===== config.mk =====
export PLATFORM = sky130hd
export DESIGN_NAME = decoder_scan
export DESIGN_NICKNAME = d
export VERILOG_FILES = /design/src/rtl/decoder_scan.sv
export SDC_FILE = /design/constraint.sdc
export NUM_CORES = 1
export LEC_CHECK = 0
export BUFFER_PORTS_ARGS = -buffer_cell sky130_fd_sc_hd__buf_2
export CAP_MARGIN = 15
export CORE_MARGIN = 10
export CORE_UTILIZATION = 53
export DETAILED_ROUTE_END_ITERATION = 8
export PLACE_DENSITY = 0.77
export SYNTH_ARGS = -nofsm -noshare
export SYNTH_HDL_FRONTEND = slang
export SYNTH_SLANG_ARGS = --single-unit
export TNS_END_PERCENT = 20

===== constraint.sdc =====
create_clock -name clk -period 2.9 [get_ports clk]
set_clock_uncertainty 0.05 [all_clocks]
set_input_delay 0.435 -clock clk [delete_from_list [all_inputs] [get_ports clk]]
set_output_delay 0.435 -clock clk [all_outputs]
set_load 0.03 [all_outputs]

===== src/rtl/decoder_scan.sv =====
// decoder_scan: registered binary-to-one-hot decoder with enable and an
// auto-scan mode that sweeps every output, holding each for dwell+1 cycles.
// All outputs come straight from flops, so y never glitches and is always
// either all-zero or exactly one-hot with y[idx] set whenever valid is high.
module decoder_scan #(
    parameter int SEL_W   = 2,
    parameter int DWELL_W = 8
) (
    input  logic                    clk,
    input  logic                    rst_n,
    input  logic                    en,
    input  logic                    mode,
    input  logic [SEL_W-1:0]        sel,
    input  logic [DWELL_W-1:0]      dwell,
    output logic [(2**SEL_W)-1:0]   y,
    output logic [SEL_W-1:0]        idx,
    output logic                    wrap,
    output logic                    valid
);

    localparam int OUT_W = 2**SEL_W;
    localparam logic [SEL_W-1:0] IDX_MAX = '1;

    // Mode seen on the most recent enabled edge; a direct->scan change
    // makes the next scan edge a priming edge (dwell cycle 0).
    typedef enum logic {
        MODE_DIRECT = 1'b0,
        MODE_SCAN   = 1'b1
    } mode_t;

    mode_t                last_mode, last_mode_nxt;
    logic [DWELL_W-1:0]   cnt, cnt_nxt;
    logic [SEL_W-1:0]     idx_nxt;
    logic [OUT_W-1:0]     y_nxt;
    logic                 wrap_nxt;
    logic                 valid_nxt;
    logic                 advance;

    // Next-state computation for index, dwell counter and decoded outputs.
    always_comb begin
        idx_nxt       = idx;
        cnt_nxt       = cnt;
        y_nxt         = '0;
        wrap_nxt      = 1'b0;
        valid_nxt     = 1'b0;
        last_mode_nxt = last_mode;
        advance       = 1'b0;

        if (en) begin
            if (!mode) begin
                idx_nxt       = sel;
                cnt_nxt       = '0;
                valid_nxt     = 1'b1;
                last_mode_nxt = MODE_DIRECT;
            end else begin
                last_mode_nxt = MODE_SCAN;
                // First scan edge after direct mode treats cnt as 0 and only
                // steps when dwell is 0; afterwards the live dwell is compared,
                // so shrinking dwell mid-scan advances on the next edge.
                if (last_mode == MODE_DIRECT) begin
                    advance = (dwell == '0);
                end else begin
                    advance = (cnt >= dwell);
                end

                if (advance) begin
                    cnt_nxt  = '0;
                    idx_nxt  = idx + 1'b1;
                    wrap_nxt = (idx == IDX_MAX);
                end else if (last_mode == MODE_DIRECT) begin
                    cnt_nxt = '0;
                end else begin
                    cnt_nxt = cnt + 1'b1;
                end
                valid_nxt = 1'b1;
            end

            y_nxt[idx_nxt] = 1'b1;
        end
    end

    // Output and state registers; en=0 clears outputs but keeps idx/cnt.
    always_ff @(posedge clk or negedge rst_n) begin
        if (!rst_n) begin
            y         <= '0;
            idx       <= '0;
            wrap      <= 1'b0;
            valid     <= 1'b0;
            cnt       <= '0;
            last_mode <= MODE_DIRECT;
        end else begin
            y         <= y_nxt;
            idx       <= idx_nxt;
            wrap      <= wrap_nxt;
            valid     <= valid_nxt;
            cnt       <= cnt_nxt;
            last_mode <= last_mode_nxt;
        end
    end

endmodule


* Yosys cells after proc, flatten, opt, wreduce, memory -nomap -nowiden
Cells that the tools add are included.
** Cells by class
- $add $sub $neg :: 2
- Magnitude comparators :: 3
- Equal/unequal tests :: 1
- Multiplexer cells :: 17
- Reduce and logical (&&, ||, !) cells :: 2
** Operator list (count)
- 2-to-1 mux 8 bit :: 3
- 2-to-1 mux 1 bit :: 9
- adder 8 x 1 -> 8 bit, second input constant :: 1
- greater-or-equal comparator 8 bit :: 1
- zero test 8 bit :: 1
- 2-to-1 mux 2 bit :: 3
- 2-to-1 mux 4 bit :: 1
- less-than comparator 2 x 3 -> 1 bit, second input constant :: 1
- adder 2 x 1 -> 2 bit, second input constant :: 1
- demux 1 bit (select 2 bit) :: 1
- == test 2 bit, second input constant :: 1
- greater-or-equal comparator 2 x 1 -> 1 bit, second input constant :: 1
- logical AND 1 bit :: 1
** Storage, ports and cells
- Register bits :: 17
- Bits of input ports :: 14
- Logic and storage cells :: 31

* Logic depth before layout (Yosys ltp)
Gate-level depths: netlist (run 1).
- Depth after elaboration :: 12
- Gate-level depth with buffers :: 9

* Worst setup path before layout (run 1)
Ideal clock, no wire load.
- Path type :: input to register
- From :: input dwell[5]
- To :: register cnt[2]
- Arrival :: 2.096 ns
- Slack :: 0.690 ns
- Cell stages on the path :: 9
- Path buffers :: 1
- Cell sequence :: inv_1 ha_1 a211o_1 a21oi_2 o21ai_2 or4_4 buf_6 nor3b_2 a21o_1
** On the way
- Longest elaborated chain between the ends :: 6
- Elaborated cells on any way between the ends :: 7
- Those cells by class :: order compare (1); mux (5); reduce/logical (1)
** Ends and longest elaborated chain
- start, declared :: line 14 : input logic [DWELL_W-1:0] dwell,
- greater-or-equal comparator 8 bit / zero test 8 bit (equally long branches) :: line 63, 61
- 2-to-1 mux 1 bit * :: line 60 : if (last_mode == MODE_DIRECT) begin
- 2-to-1 mux 1 bit * :: line 50 : if (!mode) begin
- 2-to-1 mux 1 bit * :: line 49 : if (en) begin
- 2-to-1 mux 8 bit * :: line 66 : if (advance) begin
- 2-to-1 mux 8 bit * :: line 50
- end signal, assigned :: line 96 : cnt <= cnt_nxt;
- end, declared :: line 32 : logic [DWELL_W-1:0] cnt, cnt_nxt;
Mark *: on every way between the ends. The rest lies on a longest branch, timed or not. The select of a mux whose other input is x is not followed.
A chain may end at the register's enable or synchronous reset.

* Worst setup path after layout (run 1)
- From :: register cnt[5]
- To :: register cnt[6]
** On the way
- Longest elaborated chain between the ends :: 6
- Elaborated cells on any way between the ends :: 8
- Those cells by class :: add/sub (1); order compare (1); mux (6)
** Ends and longest elaborated chain
- greater-or-equal comparator 8 bit :: line 63 : advance = (cnt >= dwell);
- 2-to-1 mux 1 bit :: line 60
- 2-to-1 mux 1 bit :: line 50
- 2-to-1 mux 1 bit :: line 49
- 2-to-1 mux 8 bit * :: line 66
- 2-to-1 mux 8 bit * :: line 50
Marked as above.

==> metrics, run 1 <==
FF+latch count, synth 17; Slowest Stage Delay on Critical Path 0.59 ns; Die ar. 4290 um^2; Crit-path slowest cell or4_4; status complete, no violations; cell count after synthesis 113; RSZ-0062 raised after global routing false; Leak 0.667 nW; root buffer cell clkbuf_4; Max VDD drop 352 uV; initial antenna violation count 0; Yosys cell types 36; layout filler cell count 186; synth-to-layout area growth 13.0%; first-pass GRT wire length 3.89 mm; nets 160; vias post-DR 876; IO Port Bufs 21; Startpoint Class flop; I/O pins 22; worst-path fanout max 13; vias in the first global route 871; clock buffer count from CTS 3; Tcrit/Tclk final 80.7%; Worst Max-Slew Pin Slew 0.464 ns; sequential cell area fraction in the yosys report 38.8%; Util after Layout 63.2%; PnR worst setup slack 0.559 ns; TritonCTS clock tree done; Placed Instance Area 1200 um^2; diode count 0; Bufs on Longest Clock Path 2; Die Width 65.5 um; dpl cells 157; Worst EP required 3.09 ns; ratio of cells with drive above 1 in the final layout 25.9%; Post-Syn Nets 137; Initial Utilization 55.9%; Highest Clock Rate 427 MHz; final wirelength 2.25 mm; DRT iter0 DRCs 45; min Tclk post-route 2.34 ns; Cell Area, Synth 1100 um^2; Finished Layout Cells 162; CTS resizes 0; global route overflow 0; Fin Setup TNS 0 ns; most frequent cells in the layout buf_2 (21), dfrtp_1 (17), inv_1 (13); Post-Layout Inst Area 1240 um^2; WHS 0.360 ns; vias per cell 5.41; Mapped Avg Cell Area 9.71 um^2; Final setup viols 0; fin. max-slew vios 0; Critical Path, Cell by Cell ha_1, a211o_1, a21oi_2, o21ai_2, or4_4, and2b_2, o22a_1; Clk Latency, worst-skew pair 0.29 ns; Antenna Nets Post-Route 0; WL per Instance 13.9 um; Clock Sinks 17; clock-pin slew on the worst setup and hold paths 0.09 ns; yosys warns 0; Setup CP Type flop to flop; Max-cap violations 0; hold crit path type input port to flop; largest net degree at the start of global routing 18; die height 65.5 um; crit end category flop; endpoints failing hold 0; Setup WS pre-CTS 0.437 ns; Tot Pwr 502 uW; CTS H-tree lvls 1; Core Box Area 1960 um^2; GRT Total Usage 11.4%; relative max-transition margin 69.0%; drt first pass iters 4; row count 16; worst path arrival time 2.53 ns; PwrDens 405 nW/um^2; drc violations 0; most common cell after layout, fill and taps aside buf_2; HPWL after DPL 1.85 mm; placer congestion estimate 0.833
-- sequential cells by signal, indices dropped and copies added (netlist names) --
register and cells:
cnt 8, y 4, idx 2, last_mode 1, wrap 1, valid 1
-- report_power, final --
part	switching [mW]	internal (mW)
clock	0.0719	0.0514
combinational	0.0718	0.0441
sequential	0.0126	0.251
-- per-layer routing --
layer	up-vias	track usage [%]	share of wire (%)
li1	452	-	-
met1	410	12.4	43
met2	10	19.6	52
met3	4	3.90	3.3
met4	0	4.81	1.8
met5	-	0	0
-- area by class of cell --
class / instances / area (um^2) / area share, %
timing repair buffer: 22 / 115 / 9.28
tap: 27 / 33.8 / 2.72
inverter: 13 / 48.8 / 3.94
multi-input combinational: 79 / 589 / 47.5
clock buffer: 3 / 22.5 / 1.82
sequential: 17 / 425 / 34.3
clock inverter: 1 / 5.00 / 0.404
-- final timing paths --
path | cells after the start | endpoint | slack (ns) | from
min | 1 | valid$_DFF_PN0_ | 0.36 | en
min in group asynchronous | 2 | cnt[6]$_DFFE_PN0P_ | 0.53 | rst_n
max in group asynchronous | 2 | cnt[3]$_DFFE_PN0P_ | 2.00 | rst_n
min reg2reg | 1 | cnt[3]$_DFFE_PN0P_ | 0.54 | cnt[3]$_DFFE_PN0P_
max | 7 | cnt[6]$_DFFE_PN0P_ | 0.56 | cnt[5]$_DFFE_PN0P_
max reg2reg | 7 | cnt[6]$_DFFE_PN0P_ | 0.56 | cnt[5]$_DFFE_PN0P_
-- worst max-delay path: cells and delay by family, from the launching register on --
kind                       cells  cell delay, ns
and+or+nand+nor                2            0.84
AOI/OAI and AO/OA              4            0.63
DFF                            1            0.45
adders and majority gates      1            0.32
-- repair_timing --
item / 4_1_cts / 5_1_grt
setup endpoints to repair: 0 / 0
hold buffers: 1 / 0
hold endpoints to repair: 10 / 0
buffers inserted: 0 / 0
-- synthesized netlist by cell type, drive strengths merged --
cell type	instances	area, um^2
or2	2	12.5
nor3	2	10.0
a211oi	3	27.5
xnor2	1	8.76
nor4	2	12.5
a21o	4	30.0
nor3b	4	50.1
dfrtp	17	425
o21a	1	7.51
mux2i	4	40.0
and2b	1	8.76
nor2b	1	6.26
a21oi	5	28.8
o31a	1	8.76
o22ai	4	25.0
clkbuf	2	17.5
and3	3	18.8
buf	2	16.3
nand2	5	18.8
nor2	6	22.5
o22a	1	8.76
and4	1	8.76
or4	1	11.3
nand3	4	20.0
o21ai	10	53.8
inv	13	48.8
a21boi	1	7.51
ha	10	125
a211o	2	17.5
-- cell families after synthesis --
family                     synth area share [%]
DFF                                        38.8
AOI/OAI and AO/OA                          19.6
adders and majority gates                  11.4
and+or+nand+nor                            18.2
buffers and inverters                      7.52
xor gates and xnor gates                  0.798
muxes                                      3.65
(Power assumes the default switching activity.)
==> run 2: changes to the inputs <==
Clock period 2.9 ns to 2.3 ns, I/O delays scaled along.
==> metrics, run 2 (synthesized netlist as in run 1, its figures left out) <==
status complete, no violations; fin. max-slew vios 0; Fin Setup TNS 0 ns; Tcrit/Tclk final 95.1%; clock buffer count from CTS 3; Bufs on Longest Clock Path 2; DRT iter0 DRCs 31; Worst Max-Slew Pin Slew 0.385 ns; Leak 0.689 nW; GRT Total Usage 11.5%; vias per cell 5.49; endpoints failing hold 0; drc violations 0; Die Width 65.5 um; Slowest Stage Delay on Critical Path 0.56 ns; Max-cap violations 0; IO Port Bufs 21; Setup CP Type flop to flop; Crit-path slowest cell or4_4; clock-pin slew on the worst setup and hold paths 0.10 ns; Clock Sinks 17; worst-path fanout max 7; placer congestion estimate 0.843; Worst EP required 2.50 ns; vias in the first global route 862; largest net degree at the start of global routing 18; hold crit path type input port to flop; synth-to-layout area growth 16.1%; TritonCTS clock tree done; final wirelength 2.37 mm; vias post-DR 911; I/O pins 22; most common cell after layout, fill and taps aside buf_2; root buffer cell clkbuf_4; ratio of cells with drive above 1 in the final layout 28.1%; Critical Path, Cell by Cell ha_1, a211o_1, a21oi_2, o21ai_2, or4_4, and2b_2, o22a_1; diode count 0; Setup Buffers After CTS 0; Die ar. 4290 um^2; nets 164; Startpoint Class flop; Post-Layout Inst Area 1270 um^2; Finished Layout Cells 166; min Tclk post-route 2.19 ns; crit end category flop; RSZ-0062 raised after global routing true; die height 65.5 um; Antenna Nets Post-Route 0; worst path arrival time 2.38 ns; Core Box Area 1960 um^2; Largest regs cnt (8), y (4), idx (2); CTS H-tree lvls 1; most frequent cells in the layout buf_2 (21), dfrtp_1 (17), inv_1 (13); Tot Pwr 644 uW; max reg flops 8; WL per Instance 14.3 um; relative max-transition margin 74.4%; initial antenna violation count 0; largest reg by FF count cnt; global route overflow 0; drt first pass iters 4; Initial Utilization 55.9%; Clk Latency, worst-skew pair 0.30 ns; Final setup viols 0; dpl cells 160; WP buf/inv 0; PwrDens 505 nW/um^2; Highest Clock Rate 457 MHz; row count 16; Max VDD drop 345 uV; Placed Instance Area 1220 um^2; CP top delay family simple AND/OR/NAND/NOR gates; HPWL after DPL 1.84 mm; first-pass GRT wire length 3.91 mm
[run 2: changes by cell type in the layout (fill, tap and decap cells not counted)]
cell     before  now
o21ai_1       3    4
or2_0         1    0
buf_4         0    3
o21ai_0       6    5
or4_4         1    2
or2_1         0    1
[run 2: what timing repair did]
item / 4_1_cts / 5_1_grt
endpoints found under the setup margin: 0 / 7
endpoints found under the hold margin: 17 / 0
resized for setup: 0 / 3
hold buffers: 1 / 0
[run 2: worst paths after layout]
| kind | start | to | slack [ns] | cells past startpoint |
|---|---|---|---|---|
| worst min register to register | cnt[6]$_DFFE_PN0P_ | cnt[6]$_DFFE_PN0P_ | 0.54 | 1 |
| min in group asynchronous | rst_n | cnt[6]$_DFFE_PN0P_ | 0.43 | 2 |
| max in group asynchronous | rst_n | cnt[0]$_DFFE_PN0P_ | 1.48 | 2 |
| worst max register to register | cnt[5]$_DFFE_PN0P_ | cnt[6]$_DFFE_PN0P_ | 0.11 | 7 |
| worst max-delay path | cnt[5]$_DFFE_PN0P_ | cnt[6]$_DFFE_PN0P_ | 0.11 | 7 |
| worst min-delay path | en | valid$_DFF_PN0_ | 0.26 | 1 |
[run 2: metrics by stage]
| stage | utilization (%) | hold slack [ns] | setup WS (ns) |
|---|---|---|---|
| 2_1_floorplan | - | -0.000591 | 0.143 |
| 3_3_place_gp | 62.4 | 0.229 | 0.0289 |
| 3_5_place_dp | 62.4 | 0.233 | -0.0199 |
| 4_1_cts | 64.3 | 0.257 | 0.00411 |
| 5_1_grt | 64.9 | 0.252 | -0.0338 |
| 6_report | 64.9 | 0.259 | 0.113 |
[run 2: area by class of cell]
cell class / count / area [um^2]
clock buffer: 3 / 22.5
clock inverter: 1 / 5.00
fill: 177 / 688
inverter: 13 / 48.8
multi-input combinational: 80 / 601
sequential: 17 / 425
tap: 27 / 33.8
timing repair buffer: 25 / 138
[run 2: routing by layer]
layer	wire length, um	global-route usage, %	vias up
met5	0	0	-
met4	40	5.61	0
met3	108	3.56	4
met2	1250	20.0	14
met1	967	12.5	431
li1	-	-	462
[run 2: power by group]
group          switching (mW)  total (mW)  internal [mW]
Combinational          0.0926       0.150         0.0573
Clock                  0.0975       0.162         0.0648
Sequential             0.0158       0.332          0.316
Total                   0.206       0.644          0.438
==> run 3: changes to the inputs <==
Settings changed: GPL_TIMING_DRIVEN from default to 0.
==> metrics, run 3 (synthesized netlist as in run 1, its figures left out) <==
RSZ-0062 raised after global routing true; synth-to-layout area growth 25.1%; relative max-transition margin 69.2%; endpoints failing hold 0; CTS H-tree lvls 1; Critical Path, Cell by Cell ha_1, a211o_1, a21oi_2, o21ai_2, or4_4, buf_8, nor3b_2, a21o_1; Crit-path slowest cell or4_4; diode count 0; Leak 0.731 nW; die height 65.5 um; HPWL after DPL 1.85 mm; Initial Utilization 55.9%; crit end category flop; TritonCTS clock tree done; Final setup viols 0; Bufs on Longest Clock Path 2; Setup CP Type flop to flop; Fin Setup TNS 0 ns; drt first pass iters 4; clock-pin slew on the worst setup and hold paths 0.10 ns; ratio of cells with drive above 1 in the final layout 34.5%; Tcrit/Tclk final 98.8%; Worst EP required 2.48 ns; Startpoint Class flop; min Tclk post-route 2.27 ns; vias per cell 5.57; Largest regs cnt (8), y (4), idx (2); root buffer cell clkbuf_4; final wirelength 2.56 mm; initial antenna violation count 0; Max-cap violations 0; fin. max-slew vios 0; first-pass GRT wire length 3.91 mm; largest reg by FF count cnt; global route overflow 0; most frequent cells in the layout buf_2 (21), dfrtp_1 (15), inv_1 (12); clock buffer count from CTS 3; vias in the first global route 881; IO Port Bufs 20; most common cell after layout, fill and taps aside buf_2; Antenna Nets Post-Route 0; row count 16; max reg flops 8; largest net degree at the start of global routing 18; Highest Clock Rate 440 MHz; Clk Latency, worst-skew pair 0.30 ns; DRT iter0 DRCs 26; WL per Instance 14.9 um; worst-path fanout max 5; Worst Max-Slew Pin Slew 0.458 ns; Core Box Area 1960 um^2; Tot Pwr 659 uW; PwrDens 480 nW/um^2; vias post-DR 958; hold crit path type input port to flop; drc violations 0; Slowest Stage Delay on Critical Path 0.54 ns; worst path arrival time 2.46 ns; Max VDD drop 505 uV; Clock Sinks 17; Die Width 65.5 um; GRT Total Usage 11.1%; I/O pins 22; nets 170; placer congestion estimate 0.854; status complete, no violations; Die ar. 4290 um^2
run 3: final cells by class:
cell class / instances / area [um^2]
buffer: 4 / 37.5
clock buffer: 3 / 22.5
clock inverter: 1 / 5.00
fill: 162 / 589
inverter: 13 / 48.8
multi-input combinational: 79 / 617
sequential: 17 / 428
tap: 27 / 33.8
timing repair buffer: 28 / 180
run 3: worst max-delay path, delay by kind of cell (launching register included):
kind                       cells  cell delay, ns
and+or+nand+nor                2            0.71
adders and majority gates      1            0.19
DFF                            1            0.45
AOI/OAI and AO/OA              4            0.65
buffers and inverters          1            0.16
run 3: routing by layer:
metal	vias to the layer above	share of wire [%]	GRT usage, %	routed length (um)
met5	-	0	0	0
met4	0	0.35	2.67	9
met3	2	6.1	4.58	157
met2	22	53	18.5	1340
met1	461	41	12.8	1050
li1	473	-	-	-
run 3: per-stage QoR:
stage / utilization (%) / cells / cell area (um^2) / hold WS [ns] / worst slack (ns)
final: 70.0 / 172 / 1370 / 0.204 / 0.0265
after floorplan: - / 113 / 1100 / -0.000591 / 0.143
after global routing: 70.0 / 172 / 1370 / 0.182 / -0.0325
after global placement: 62.8 / 160 / 1230 / 0.226 / -0.0103
after CTS: 65.1 / 166 / 1280 / 0.187 / 0.0285
after detailed placement: 62.8 / 160 / 1230 / 0.231 / -0.0336
run 3: repair_timing:
item	in CTS	in global routing
hold endpoints to repair	17	0
hold buffers	1	0
setup buffers	1	5
gates resized for setup	0	8
setup endpoints to repair	2	6
pin swaps	0	4
gates cloned	0	1
run 3: final timing paths:
kind                                         start                 end  slack (ns)  depth (start not counted)
worst max-delay path            cnt[4]$_DFFE_PN0P_  cnt[2]$_DFFE_PN0P_        0.03                          8
worst min-delay path                            en     valid$_DFF_PN0_        0.20                          1
worst max register to register  cnt[4]$_DFFE_PN0P_  cnt[2]$_DFFE_PN0P_        0.03                          8
worst min register to register  cnt[2]$_DFFE_PN0P_  cnt[2]$_DFFE_PN0P_        0.49                          1
max in group asynchronous                    rst_n  cnt[2]$_DFFE_PN0P_        1.45                          2
min in group asynchronous                    rst_n  cnt[7]$_DFFE_PN0P_        0.45                          2
run 3: where the power goes:
group          switching [mW]  internal, mW
Sequential             0.0163         0.316
Clock                  0.0970        0.0648
Combinational          0.0981        0.0669
Total                   0.211         0.448
